===== src/rtl/rom_loader.sv =====
// Length-prefixed byte-stream loader that writes 16-bit big-endian words into instruction RAM
// while holding the CPU in reset. Optional trailing checksum: ROM_LOADER_CHECKSUM_EN.
module rom_loader #(
    parameter int DW      = 16,
    parameter int AW      = 15,
    parameter int TIMEOUT = 1_000_000
) (
    input  logic          clk,
    input  logic          rst_n,
    input  logic          start,
    input  logic          rx_valid,
    input  logic [7:0]    rx_data,
    output logic [AW-1:0] ram_addr,
    output logic          ram_write,
    output logic [DW-1:0] ram_wdata,
    output logic          cpu_hold,
    output logic          busy,
    output logic          done,
    output logic          error
);

    typedef enum logic [3:0] {
        IDLE, HDR_HI, HDR_LO, DATA_HI, DATA_LO, CSUM_HI, CSUM_LO, FIN, ERR
    } state_t;

    localparam int              CW      = (TIMEOUT > 1) ? $clog2(TIMEOUT) : 1;
    localparam logic [CW-1:0]   TO_LAST = CW'((TIMEOUT > 0) ? TIMEOUT - 1 : 0);
    localparam logic [16:0]     DEPTH   = 17'd1 << AW;

    state_t          state_q, state_d;
    logic [7:0]      hi_q, hi_d;
    logic [AW-1:0]   idx_q, idx_d;
    logic [16:0]     rem_q, rem_d;
    logic [CW-1:0]   cnt_q, cnt_d;
    logic [AW-1:0]   ram_addr_q, ram_addr_d;
    logic [DW-1:0]   ram_wdata_q, ram_wdata_d;
    logic            ram_write_q, ram_write_d;
    logic            cpu_hold_q, cpu_hold_d;
    logic            busy_q, busy_d;
    logic            done_q, done_d;
    logic            error_q, error_d;
    logic [16:0]     n_hdr;
    logic            in_frame;
`ifdef ROM_LOADER_CHECKSUM_EN
    logic [15:0]     sum_q, sum_d;
    localparam state_t AFTER_DATA = CSUM_HI;
`else
    localparam state_t AFTER_DATA = FIN;
`endif

    assign n_hdr    = {1'b0, hi_q, rx_data};
    assign in_frame = state_q inside {HDR_HI, HDR_LO, DATA_HI, DATA_LO, CSUM_HI, CSUM_LO};

    always_comb begin
        state_d     = state_q;
        hi_d        = hi_q;
        idx_d       = idx_q;
        rem_d       = rem_q;
        cnt_d       = cnt_q;
        ram_write_d = 1'b0;
        ram_addr_d  = ram_addr_q;
        ram_wdata_d = ram_wdata_q;
        cpu_hold_d  = cpu_hold_q;
        done_d      = done_q;
        error_d     = error_q;
`ifdef ROM_LOADER_CHECKSUM_EN
        sum_d       = sum_q;
`endif
        if (in_frame) begin
            if (rx_valid)
                cnt_d = '0;
            else if (TIMEOUT > 0)
                cnt_d = cnt_q + 1'b1;
        end

        case (state_q)
            IDLE: if (start) begin
                state_d    = HDR_HI;
                cpu_hold_d = 1'b1;
                done_d     = 1'b0;
                error_d    = 1'b0;
                idx_d      = '0;
                cnt_d      = '0;
`ifdef ROM_LOADER_CHECKSUM_EN
                sum_d      = '0;
`endif
            end
            HDR_HI: if (rx_valid) begin
                hi_d    = rx_data;
                state_d = HDR_LO;
            end
            HDR_LO: if (rx_valid) begin
                rem_d = n_hdr;
                if (n_hdr == 17'd0)
                    state_d = AFTER_DATA;
                else if (n_hdr > DEPTH)
                    state_d = ERR;
                else
                    state_d = DATA_HI;
            end
            DATA_HI: if (rx_valid) begin
                hi_d    = rx_data;
                state_d = DATA_LO;
            end
            DATA_LO: if (rx_valid) begin
                ram_write_d = 1'b1;
                ram_addr_d  = idx_q;
                ram_wdata_d = DW'({hi_q, rx_data});
                idx_d       = idx_q + 1'b1;
                rem_d       = rem_q - 1'b1;
`ifdef ROM_LOADER_CHECKSUM_EN
                sum_d       = sum_q + {hi_q, rx_data};
`endif
                state_d     = (rem_q == 17'd1) ? AFTER_DATA : DATA_HI;
            end
`ifdef ROM_LOADER_CHECKSUM_EN
            CSUM_HI: if (rx_valid) begin
                hi_d    = rx_data;
                state_d = CSUM_LO;
            end
            CSUM_LO: if (rx_valid)
                state_d = ({hi_q, rx_data} == sum_q) ? FIN : ERR;
`endif
            FIN: begin
                done_d     = 1'b1;
                cpu_hold_d = 1'b0;
                state_d    = IDLE;
            end
            ERR: begin
                error_d = 1'b1;
                state_d = IDLE;
            end
            default: state_d = IDLE;
        endcase

        // A byte in the final cycle of the window wins over the timeout.
        if (in_frame && !rx_valid && TIMEOUT > 0 && cnt_q == TO_LAST)
            state_d = ERR;

        busy_d = (state_d != IDLE);
    end

    always_ff @(posedge clk or negedge rst_n) begin
        if (!rst_n) begin
            state_q     <= IDLE;
            hi_q        <= '0;
            idx_q       <= '0;
            rem_q       <= '0;
            cnt_q       <= '0;
            ram_write_q <= 1'b0;
            ram_addr_q  <= '0;
            ram_wdata_q <= '0;
            cpu_hold_q  <= 1'b0;
            busy_q      <= 1'b0;
            done_q      <= 1'b0;
            error_q     <= 1'b0;
`ifdef ROM_LOADER_CHECKSUM_EN
            sum_q       <= '0;
`endif
        end else begin
            state_q     <= state_d;
            hi_q        <= hi_d;
            idx_q       <= idx_d;
            rem_q       <= rem_d;
            cnt_q       <= cnt_d;
            ram_write_q <= ram_write_d;
            ram_addr_q  <= ram_addr_d;
            ram_wdata_q <= ram_wdata_d;
            cpu_hold_q  <= cpu_hold_d;
            busy_q      <= busy_d;
            done_q      <= done_d;
            error_q     <= error_d;
`ifdef ROM_LOADER_CHECKSUM_EN
            sum_q       <= sum_d;
`endif
        end
    end

    assign ram_addr  = ram_addr_q;
    assign ram_write = ram_write_q;
    assign ram_wdata = ram_wdata_q;
    assign cpu_hold  = cpu_hold_q;
    assign busy      = busy_q;
    assign done      = done_q;
    assign error     = error_q;

endmodule

===== config.mk =====
export PLATFORM = sky130hd
export DESIGN_NAME = rom_loader
export DESIGN_NICKNAME = d
export VERILOG_FILES = /design/src/rtl/rom_loader.sv
export SDC_FILE = /design/constraint.sdc
export NUM_CORES = 1
export LEC_CHECK = 0
export CAP_MARGIN = 20
export CORE_MARGIN = 2
export CORE_UTILIZATION = 50
export DETAILED_ROUTE_END_ITERATION = 8
export PLACE_DENSITY = 0.72
export SLEW_MARGIN = 20
export SYNTH_ARGS = -nofsm -noshare
export SYNTH_HDL_FRONTEND = slang
export SYNTH_SLANG_ARGS = --single-unit

===== constraint.sdc =====
create_clock -name clk -period 2.4 [get_ports clk]
set_input_delay 0.48 -clock clk [delete_from_list [all_inputs] [get_ports clk]]
set_output_delay 0.48 -clock clk [all_outputs]
set_load 0.005 [all_outputs]

==> summary.md <==
| Metric | Value |
|---|---|
| Slowest stage cell, crit path | `or3_1` |
| Leak | `2.56 nW` |
| CP Launch Type | `input pin` |
| Vias in the first global route | `4140` |
| Worst-skew pair later-pin latency | `0.36 ns` |
| Synth top area share | `49.8%` |
| Row cnt | `36` |
| Worst Path Required | `2.64 ns` |
| GP Congestion | `0.907` |
| Final setup margin | `0.246 ns` |
| CP Cell Sequence | `clkdlybuf4s50_1 -> buf_4 -> nand2b_1 -> or3_1 -> a211oi_1 -> a21oi_1` |
| Post-synth EDFFs | `0` |
| Most frequent cell after synthesis | `nand2_1` |
| Ys async rst share | `100%` |
| Seq cells post-synth | `100` |
| Area grow syn2layout | `17.6%` |
| WHS | `0.0587 ns` |
| Top FF cell, synth | `dfrtp_1` |
| Maximum VDD drop | `0.424 mV` |
| WL final | `11600 um` |
| Hpwl dp | `8100 um` |
| Setup tns final | `0 ns` |
| Setup violations, final | `0` |
| GR Util met1 | `31.5%` |
| Net Count, Synth | `577` |
| Synth top area cells | `dfrtp_1 (50%), nand2_1 (10%), a21oi_1 (3.1%)` |
| Clock slew at reported path FFs | `0.10 ns` |
| Avg WL per Cell | `15.3 um` |
| Synth cell count leaders | `nand2_1 (136), dfrtp_1 (100), nor2_1 (38)` |
| Core area | `0.00977 mm2` |
| Antenna diodes | `0` |
| Post-CTS Setup Bufs | `0` |
| Relative slew slack | `66.0%` |
| All-Layer GR Usage | `21.9%` |
| Final hold viol count | `0` |
| Fin util | `60.5%` |
| Syn Inst Count | `561` |
| Kind of critical path | `input pin to register` |
| Status | `completed` |
| Initial antenna violation count | `0` |
| Final period util | `89.8%` |
| Initial DRC count | `322` |
| Initial core utilization | `51.4%` |
| Unrepaired setup endpoints after global routing | `no` |
| Ports | `48` |
| R2R Setup Slk | `0.28 ns` |
| Worst Max-Slew Pin Slew | `0.506 ns` |
| Vias/cell | `5.76` |
| Max Cap Violations | `0` |
| Largest area contributor in the netlist | `dfrtp_1` |
| Port bufs | `47` |
| CP max FO | `36` |
| FMAX | `464 MHz` |
| Grt peak-use layer | `met2` |
| GRT Residual Overflow | `0` |
| Skew final | `0.0167 ns` |
| Die width | `104 um` |
| Buf/Inv on CP | `2` |
| Min-Delay Path Class | `input pin to async pin` |
| Share of layout cells above drive strength 1 | `9.18%` |
| First-pass GRT wire length | `19700 um` |
| DRT antenna net count | `0` |
| H-Tree Depth | `3` |
| M3 GR Usage | `3.20%` |
| Critical Path AT | `2.39 ns` |
| Nets | `632` |
| Root Driver | `clkbuf_8` |
| # DRC | `0` |
| Slew Viols, Final | `0` |
| Sequential fraction of the synthesis area | `49.8%` |
| PostCTS Resize Cnt | `0` |
| Yosys cell types | `51` |
| Clock buffer depth | `2` |
| PwrDens | `903 mW/mm2` |
| Grt met2 use | `34.9%` |
| First drt pass iteration count | `5` |
| Full die area | `0.0109 mm2` |
| Crit-path max cell delay | `0.55 ns` |
| Worst Setup End Kind | `register` |
| Clock sink count | `100` |
| Largest net degree at the start of global routing | `45` |
| Cts bufs inserted | `9` |
| Synth Area per Inst | `8.96 um2` |
| CTS tree | `yes` |
| YS warnings | `0` |
| Pre-CTS setup slack | `-0.104 ns` |
| Die Y-Extent | `104 um` |
| Final period demand of the worst path | `2.15 ns` |
| Synth Cell Area | `0.00502 mm2` |
| CP delay by family, top | `buffers and inverters` |
| # fillers | `883` |
| Total Power | `0.00534 W` |
| Post-CTS Hold Buffers | `0` |
| Total vias in the final route | `4342` |
[stage by stage]
stage	std cells	area [um2]
after floorplan	561	5020
after global placement	738	5720
after detailed placement	738	5720
after CTS	754	5910
after global routing	754	5910
final	754	5910
[per-layer routing]
metal	up-vias	routed length [um]
met5	-	0
met4	0	134
met3	19	582
met2	127	5480
met1	2099	5370
li1	2097	-
[power breakdown]
part / internal [W] / total [W] / switching [W]
combinational: 0.000828 / 0.00184 / 0.00101
sequential: 0.00206 / 0.00244 / 0.000377
clock: 0.000428 / 0.00106 / 0.000628
total: 0.00332 / 0.00534 / 0.00202
[flip-flops by register name, indices dropped and copies added, names as in the netlist]
name / cells
cnt_q: 20
rem_q: 17
ram_wdata: 16
idx_q: 15
ram_addr: 15
hi_q: 8
state_q: 4
busy: 1
cpu_hold: 1
done: 1
error: 1
ram_write: 1
[placed cells by master, fill, tap and decap left out, types with 3 or more instances in the layout]
| cell type | synthesis | routed |
|---|---|---|
| nand2_1 | 136 | 136 |
| dfrtp_1 | 100 | 100 |
| clkdlybuf4s50_1 | 0 | 46 |
| nor2_1 | 38 | 38 |
| a21oi_1 | 31 | 31 |
| nor3_1 | 26 | 26 |
| o21ai_0 | 24 | 24 |
| buf_4 | 0 | 23 |
| nand3_1 | 21 | 21 |
| nand4_1 | 14 | 14 |
| or3_1 | 12 | 12 |
| nor4_1 | 11 | 11 |
| xnor2_1 | 10 | 10 |
| clkbuf_8 | 0 | 10 |
| inv_1 | 9 | 9 |
| xor2_1 | 9 | 9 |
| mux2_2 | 9 | 9 |
| nand3b_1 | 7 | 7 |
| and3_1 | 6 | 6 |
| a21o_1 | 6 | 6 |
| o22ai_1 | 6 | 6 |
| a22o_1 | 5 | 5 |
| and4_1 | 4 | 4 |
| or4_1 | 4 | 4 |
| ha_1 | 4 | 4 |
| nor2b_1 | 3 | 3 |
| a32o_1 | 3 | 3 |
| nand4b_1 | 3 | 3 |
| a311oi_1 | 3 | 3 |
[cell families (layout without fill, tap and decap cells)]
logic type                 after synthesis  count (layout)  share of synthesized area (%)
muxes                                   11              11                           2.42
AOI/OAI and AO/OA                       95              95                           11.7
DFF                                    100             100                           49.8
buffers and inverters                   36              96                           3.31
and+or+nand+nor                        296             296                           28.5
xor gates and xnor gates                19              19                           3.31
adders and majority gates                4               4                          0.996
[path summary, 6_finish.rpt]
path / startpoint / endpoint / cells past startpoint
worst min-delay path: rst_n / ram_addr[8] / 1
min in group clk: ram_wdata[12] / ram_wdata[12] / 2
max in group asynchronous: rst_n / ram_addr[10] / 2
worst min register to register: ram_wdata[12] / ram_wdata[12] / 2
worst max register to register: state_q[0] / cnt_q[18] / 6
worst max-delay path: rx_valid / rem_q[1] / 6
[cell type report]
cell class | count | area [um2] | area share (%)
clock buffers | 10 | 138 | 2.33
clock inverters | 6 | 56.3 | 0.953
inverters | 10 | 37.5 | 0.635
multi-input cells | 425 | 2360 | 39.9
flip-flops and latches | 100 | 2500 | 42.3
well taps | 133 | 166 | 2.82
repair buffers | 70 | 653 | 11.1
Note: power is estimated with default switching activity, not from simulation.
==> edit 1, RTL diff (same flow settings) <==
The output `busy` loses its register stage (`busy_q` becomes a continuous assignment).
--- a/src/rtl/rom_loader.sv
+++ b/src/rtl/rom_loader.sv
@@ -151,7 +151,6 @@
             ram_addr_q  <= '0;
             ram_wdata_q <= '0;
             cpu_hold_q  <= 1'b0;
-            busy_q      <= 1'b0;
             done_q      <= 1'b0;
             error_q     <= 1'b0;
 `ifdef ROM_LOADER_CHECKSUM_EN
@@ -167,7 +166,6 @@
             ram_addr_q  <= ram_addr_d;
             ram_wdata_q <= ram_wdata_d;
             cpu_hold_q  <= cpu_hold_d;
-            busy_q      <= busy_d;
             done_q      <= done_d;
             error_q     <= error_d;
 `ifdef ROM_LOADER_CHECKSUM_EN
@@ -175,6 +173,8 @@
 `endif
         end
     end
+
+    assign busy_q = busy_d;
 
     assign ram_addr  = ram_addr_q;
     assign ram_write = ram_write_q;
Behaviour: not the same (a bounded check fails within 4 cycles, from zero or initial values and one cycle with rst_n low).
==> edit 1 against the unedited design <==
- cell area grew 8.2%
- die area shrank 0.48%
- area after synthesis shrank 0.50%
- the flow now finishes with violations (setup timing)
- critical path depth shrank 1
- global-route usage grew 1.6 points
- clock power shrank 7%
- sequential cell count shrank 1
- hold slack gained 420 ps
- total power grew 6.7%
- routed wire length grew 3.9%
- worst setup slack lost 580 ps
==> edit 1: results (changes against the unedited design) <==
GRT
  – Vias in the first global route: 4293 (was 4140)
  – GRT Total Usage: 23.5% (was 21.9%)
  – Largest net degree at the start of global routing: 39 (was 45)
  – First-pass GRT wire length: 20.8 mm (was 19.7 mm)

Min path
  – Hold Path Class: flop to flop (was input pin to async pin)

Critical path
  – Crit Path Max Fanout: 3 (was 36)
  – Reg2reg start: state_q[1] (was state_q[0])
  – R2r endpoint: rem_q[16] (was cnt_q[18])
  – CP top delay family: simple AND/OR/NAND/NOR gates (was buffers and inverters)
  – Worst Setup EP: busy (was rem_q[1])
  – Crit path arrival time: 2250 ps (was 2390 ps)
  – CP peak stage delay: 510 ps (was 550 ps)
  – Reg2reg path depth: 8 (was 6)
  – CP startpoint: cnt_q[11] (was rx_valid)

Outcome
  – Failing checks: setup timing
  – Status: finished, violations left (was complete, no violations)

Synthesis
  – Synth Area in Adders: 1.00% (was 0.996%)
  – Synth area leaders: dfrtp_1 (50%), nand2_1 (10%), a21oi_1 (3.1%), nor2_1 (2.9%), nor3_1 (2.6%) (was dfrtp_1 (50%), nand2_1 (10%), a21oi_1 (3.1%), nor2_1 (2.8%), nor3_1 (2.6%))
  – Multiplexer share of the synthesized area: 2.43% (was 2.42%)
  – Syn nets: 576 (was 577)
  – Synth top area share: 49.5% (was 49.8%)
  – Xor/xnor cell area share of the yosys netlist: 3.33% (was 3.31%)

STA
  – Clk_skew: 8.44 ps (was 16.7 ps)
  – Fin worst setup slack: -331 ps (was 246 ps)
  – Setup violators final: 1 (was 0)
  – Min Hold Slack: 480 ps (was 58.7 ps)
  – Worst Tran Pin Value: 538 ps (was 506 ps)

Route
  – Initial DRC Count: 358 (was 322)
  – Routed wire length: 12.0 mm (was 11.6 mm)

Finish
  – Ratio of cells with drive above 1 in the final layout: 18.4% (was 9.18%)

CTS
  – PostCTS Resize Cnt: 5 (was 0)

Place
  – Post-DP HPWL: 8.74 mm (was 8.10 mm)
  – Post-Place Cell Area: 6180 µm² (was 5720 µm²)
[edit 1: cell count changes in the layout (fill, tap and decap cells not counted), sizes merged]
cell | before | now
dfrtp | 100 | 99
inv | 12 | 9
clkinv | 3 | 4
clkdlybuf4s50 | 46 | 44
buf | 24 | 91
clkbuf | 10 | 11
dlygate4sd2 | 0 | 1
dlygate4sd3 | 0 | 1
[edit 1: stage by stage]
step	worst slack [ps]	TNS, ps	cells
after floorplan	16.0	0	560
after global placement	-923	-1980	801
after detailed placement	-896	-2580	801
after CTS	-524	-524	817
after global routing	-398	-398	819
final	-331	-331	819
[edit 1: kinds of logic (layout without fill, tap and decap cells)]
kind of cell	Yosys count	after routing
buffers and inverters	36	162
adder cells (fa/ha/maj)	4	4
AND/OR/NAND/NOR	296	296
flip-flops	99	99
multiplexers	11	11
XOR/XNOR	19	19
AO/OA/AOI/OAI	95	95
[edit 1: cell type report]
type                            count  area (µm²)
Tap cell                          133         166
Inverter                           10        37.5
Multi-Input combinational cell    425        2370
Sequential cell                    99        2480
Clock inverter                      4        26.3
Fill cell                         844        3340
Clock buffer                       11         151
Timing Repair Buffer              137        1160
[edit 1: per-layer routing]
metal,GRT usage [%],up-vias,routed length (µm)
li1,-,2216,-
met1,33.5,2140,5760
met2,36.6,105,5540
met3,4.95,8,614
met4,6.18,0,98
met5,0,-,0
[edit 1: worst min-delay path, cell delays in order (launching register included)]
cell and delay (ps):
dfrtp_1 350, nand2_1 50, nand2_1 60
[edit 1: power by group]
part / total (mW) / leakage (nW) / switching (mW) / internal, mW
clock network: 0.989 / 0.0912 / 0.562 / 0.426
logic: 2.43 / 1.49 / 1.25 / 1.19
registers: 2.27 / 1.30 / 0.231 / 2.04
total: 5.69 / 2.89 / 2.04 / 3.65
==> edit 2, RTL diff (config.mk and constraints unchanged) <==
Made on the original files. The parameter `AW` goes from 15 to 14.
--- a/src/rtl/rom_loader.sv
+++ b/src/rtl/rom_loader.sv
@@ -2,7 +2,7 @@
 // while holding the CPU in reset. Optional trailing checksum: ROM_LOADER_CHECKSUM_EN.
 module rom_loader #(
     parameter int DW      = 16,
-    parameter int AW      = 15,
+    parameter int AW      = 14,
     parameter int TIMEOUT = 1_000_000
 ) (
     input  logic          clk,
Ports: changed (resized ram_addr); port bits go from 48 to 47. No check against the original RTL was run, so the function may have changed too.
==> edit 2 against the unedited design <==
- synthesized cell count down 0.36%
- fmax down 7.2%
- total power up 5.7%
- worst setup slack worse by 170 ps
- cell count up 1.5%
- clock skew down 9.9 ps
- sequential cell count down 2
- global-route usage up 1.6 points
- area after synthesis down 0.62%
- register-to-register slack worse by 200 ps
- critical endpoint is now rem_q[14]
- cell area up 2.5%
- largest cell class unchanged
- routed wire length up 4.4%
==> edit 2: results (changes against the unedited design) <==
Place
  – Post-Place Cell Area: 5830 µm² (was 5720 µm²)
  – Routability cong.: 0.939 (was 0.907)
  – Post-DP HPWL: 8.59 mm (was 8.10 mm)
  – I/O Buffers: 46 (was 47)
  – Placed cell count: 750 (was 738)
  – Post-Place Worst Slack: -58.7 ps (was -104 ps)

Synthesis
  – Top_reg_cell synth: dfrtp_1 (unchanged)
  – Syn nets: 575 (was 577)
  – Synth area leaders: dfrtp_1 (49%), nand2_1 (11%), mux2_2 (2.9%), a21oi_1 (2.9%), nor2_1 (2.6%) (was dfrtp_1 (50%), nand2_1 (10%), a21oi_1 (3.1%), nor2_1 (2.8%), nor3_1 (2.6%))
  – Cell variety after synth: 59 (was 51)
  – Async S/R FF share, synth: 100% (unchanged)
  – Synth top cells by count: nand2_1 (143), dfrtp_1 (98), nor2_1 (35) (was nand2_1 (136), dfrtp_1 (100), nor2_1 (38))
  – Synth warn: 0 (unchanged)
  – Synth Instances: 559 (was 561)
  – Sequential fraction of the synthesis area: 49.1% (was 49.8%)

GRT
  – GRT Total Usage: 23.5% (was 21.9%)
  – Largest net degree at the start of global routing: 43 (was 45)
  – Vias in the first global route: 4228 (was 4140)
  – First-pass GRT wire length: 20.8 mm (was 19.7 mm)

Pwr
  – Maximum vdd drop: 0.000591 V (was 0.000424 V)
  – Leak: 2.59 nW (was 2.56 nW)
  – Comb. pwr: 1.97 mW (was 1.84 mW)
  – Net Sw Power: 1.98 mW (was 2.02 mW)
  – Clock power frac: 21.4% (was 19.8%)
  – Comb power frac: 35.0% (was 34.5%)

CTS
  – PostCTS Resize Cnt: 0 (unchanged)
  – Root buf cell: clkbuf_8 (unchanged)
  – Cts bufs inserted: 9 (unchanged)
  – Clock latency on the worst-skew pair: 360 ps (about the same)
  – Worst-path clk slew: 100 ps (about the same)
  – H-Tree Depth: 3 (unchanged)
  – Setup bufs post-CTS: 0 (unchanged)

STA
  – Min Hold Slack: 93.7 ps (was 58.7 ps)
  – Final Hold Vio Count: 0 (unchanged)
  – Clk_skew: 6.72 ps (was 16.7 ps)
  – Relative slew slack: 63.6% (was 66.0%)

Route
  – Routed wire length: 12.1 mm (was 11.6 mm)
  – Vias: 4341 (was 4342)
  – Initial DRC Count: 310 (was 322)
  – Number of antenna-violating nets in the routed design: 0 (unchanged)
  – Drt first pass iters: 5 (unchanged)

Outcome
  – Status: complete, no violations (unchanged)

Finish
  – Ratio of cells with drive above 1 in the final layout: 13.1% (was 9.18%)
  – Top reg by flops: cnt_q (unchanged)
  – Post-Layout Cell Count: 765 (was 754)
  – Layout Nets: 644 (was 632)
  – Max reg flops: 20 (unchanged)
  – Filler cells: 832 (was 883)

Min path
  – Hold Path Class: input pin to async pin (unchanged)

Critical path
  – Crit path arrival time: 2570 ps (was 2390 ps)
  – R2r endpoint: rem_q[14] (was cnt_q[18])
  – Crit Path Max Fanout: 6 (was 36)
  – Reg2reg path depth: 5 (was 6)
  – R2r setup slk: 80 ps (was 280 ps)
  – Reg2reg start: rem_q[7] (was state_q[0])
## edit 2: cell count changes in the layout (fill, tap and decap cells not counted), sizes merged, moves of 4 or more
cell   delta
buf      +17
nor3     -10
nand2     +7
nand4     -7
o21ai     -7
xor2      -5
a31oi     +4
a32oi     +4
mux2      +4
or4       +4
## edit 2: logic make-up after synthesis
logic type / count (synthesis) / share of synthesized area, %
compound gates: 93 / 12.3
xor+xnor: 14 / 2.46
fa+ha+maj: 4 / 1.00
buf+inv: 40 / 3.21
flops: 98 / 49.1
mux: 18 / 3.93
simple gates: 292 / 28.0
## edit 2: how the worst max path moves through the flow
stage / end / from / depth (start not counted) / slack, ps
6_report: rem_q[14] / rem_q[7] / 5 / 80
5_1_grt: rem_q[12] / state_q[1] / 6 / 10
4_1_cts: rem_q[14] / rem_q[7] / 5 / 90
3_5_place_dp: busy / rx_valid / 6 / -60
3_3_place_gp: busy / rx_data[7] / 6 / -8
2_1_floorplan: rem_q[14] / rem_q[5] / 6 / 170
## edit 2: area by class of cell
| class | instances | area (µm²) | area share, % |
|---|---|---|---|
| multi-input combinational | 421 | 2390 | 39.4 |
| tap | 133 | 166 | 2.75 |
| timing repair buffer | 86 | 783 | 12.9 |
| clock inverter | 5 | 86.3 | 1.43 |
| sequential | 98 | 2450 | 40.5 |
| clock buffer | 10 | 138 | 2.27 |
| inverter | 12 | 45.0 | 0.743 |
## edit 2: critical path, cell delays in order (launching register included)
cell and delay [ps]:
dfrtp_1 420, or4_4 570, or2_1 350, or4_4 560, o22ai_2 140, o2bb2a_4 170
## edit 2: metal layers
metal  part of all wire, %  track usage (%)  up-vias  wire, µm
met5                     0                0        -         0
met4                  0.75             4.92        0        91
met3                   5.2             4.26        9       624
met2                    46             36.3      119      5520
met1                    48             34.9     2111      5840
li1                      -                -     2102         -
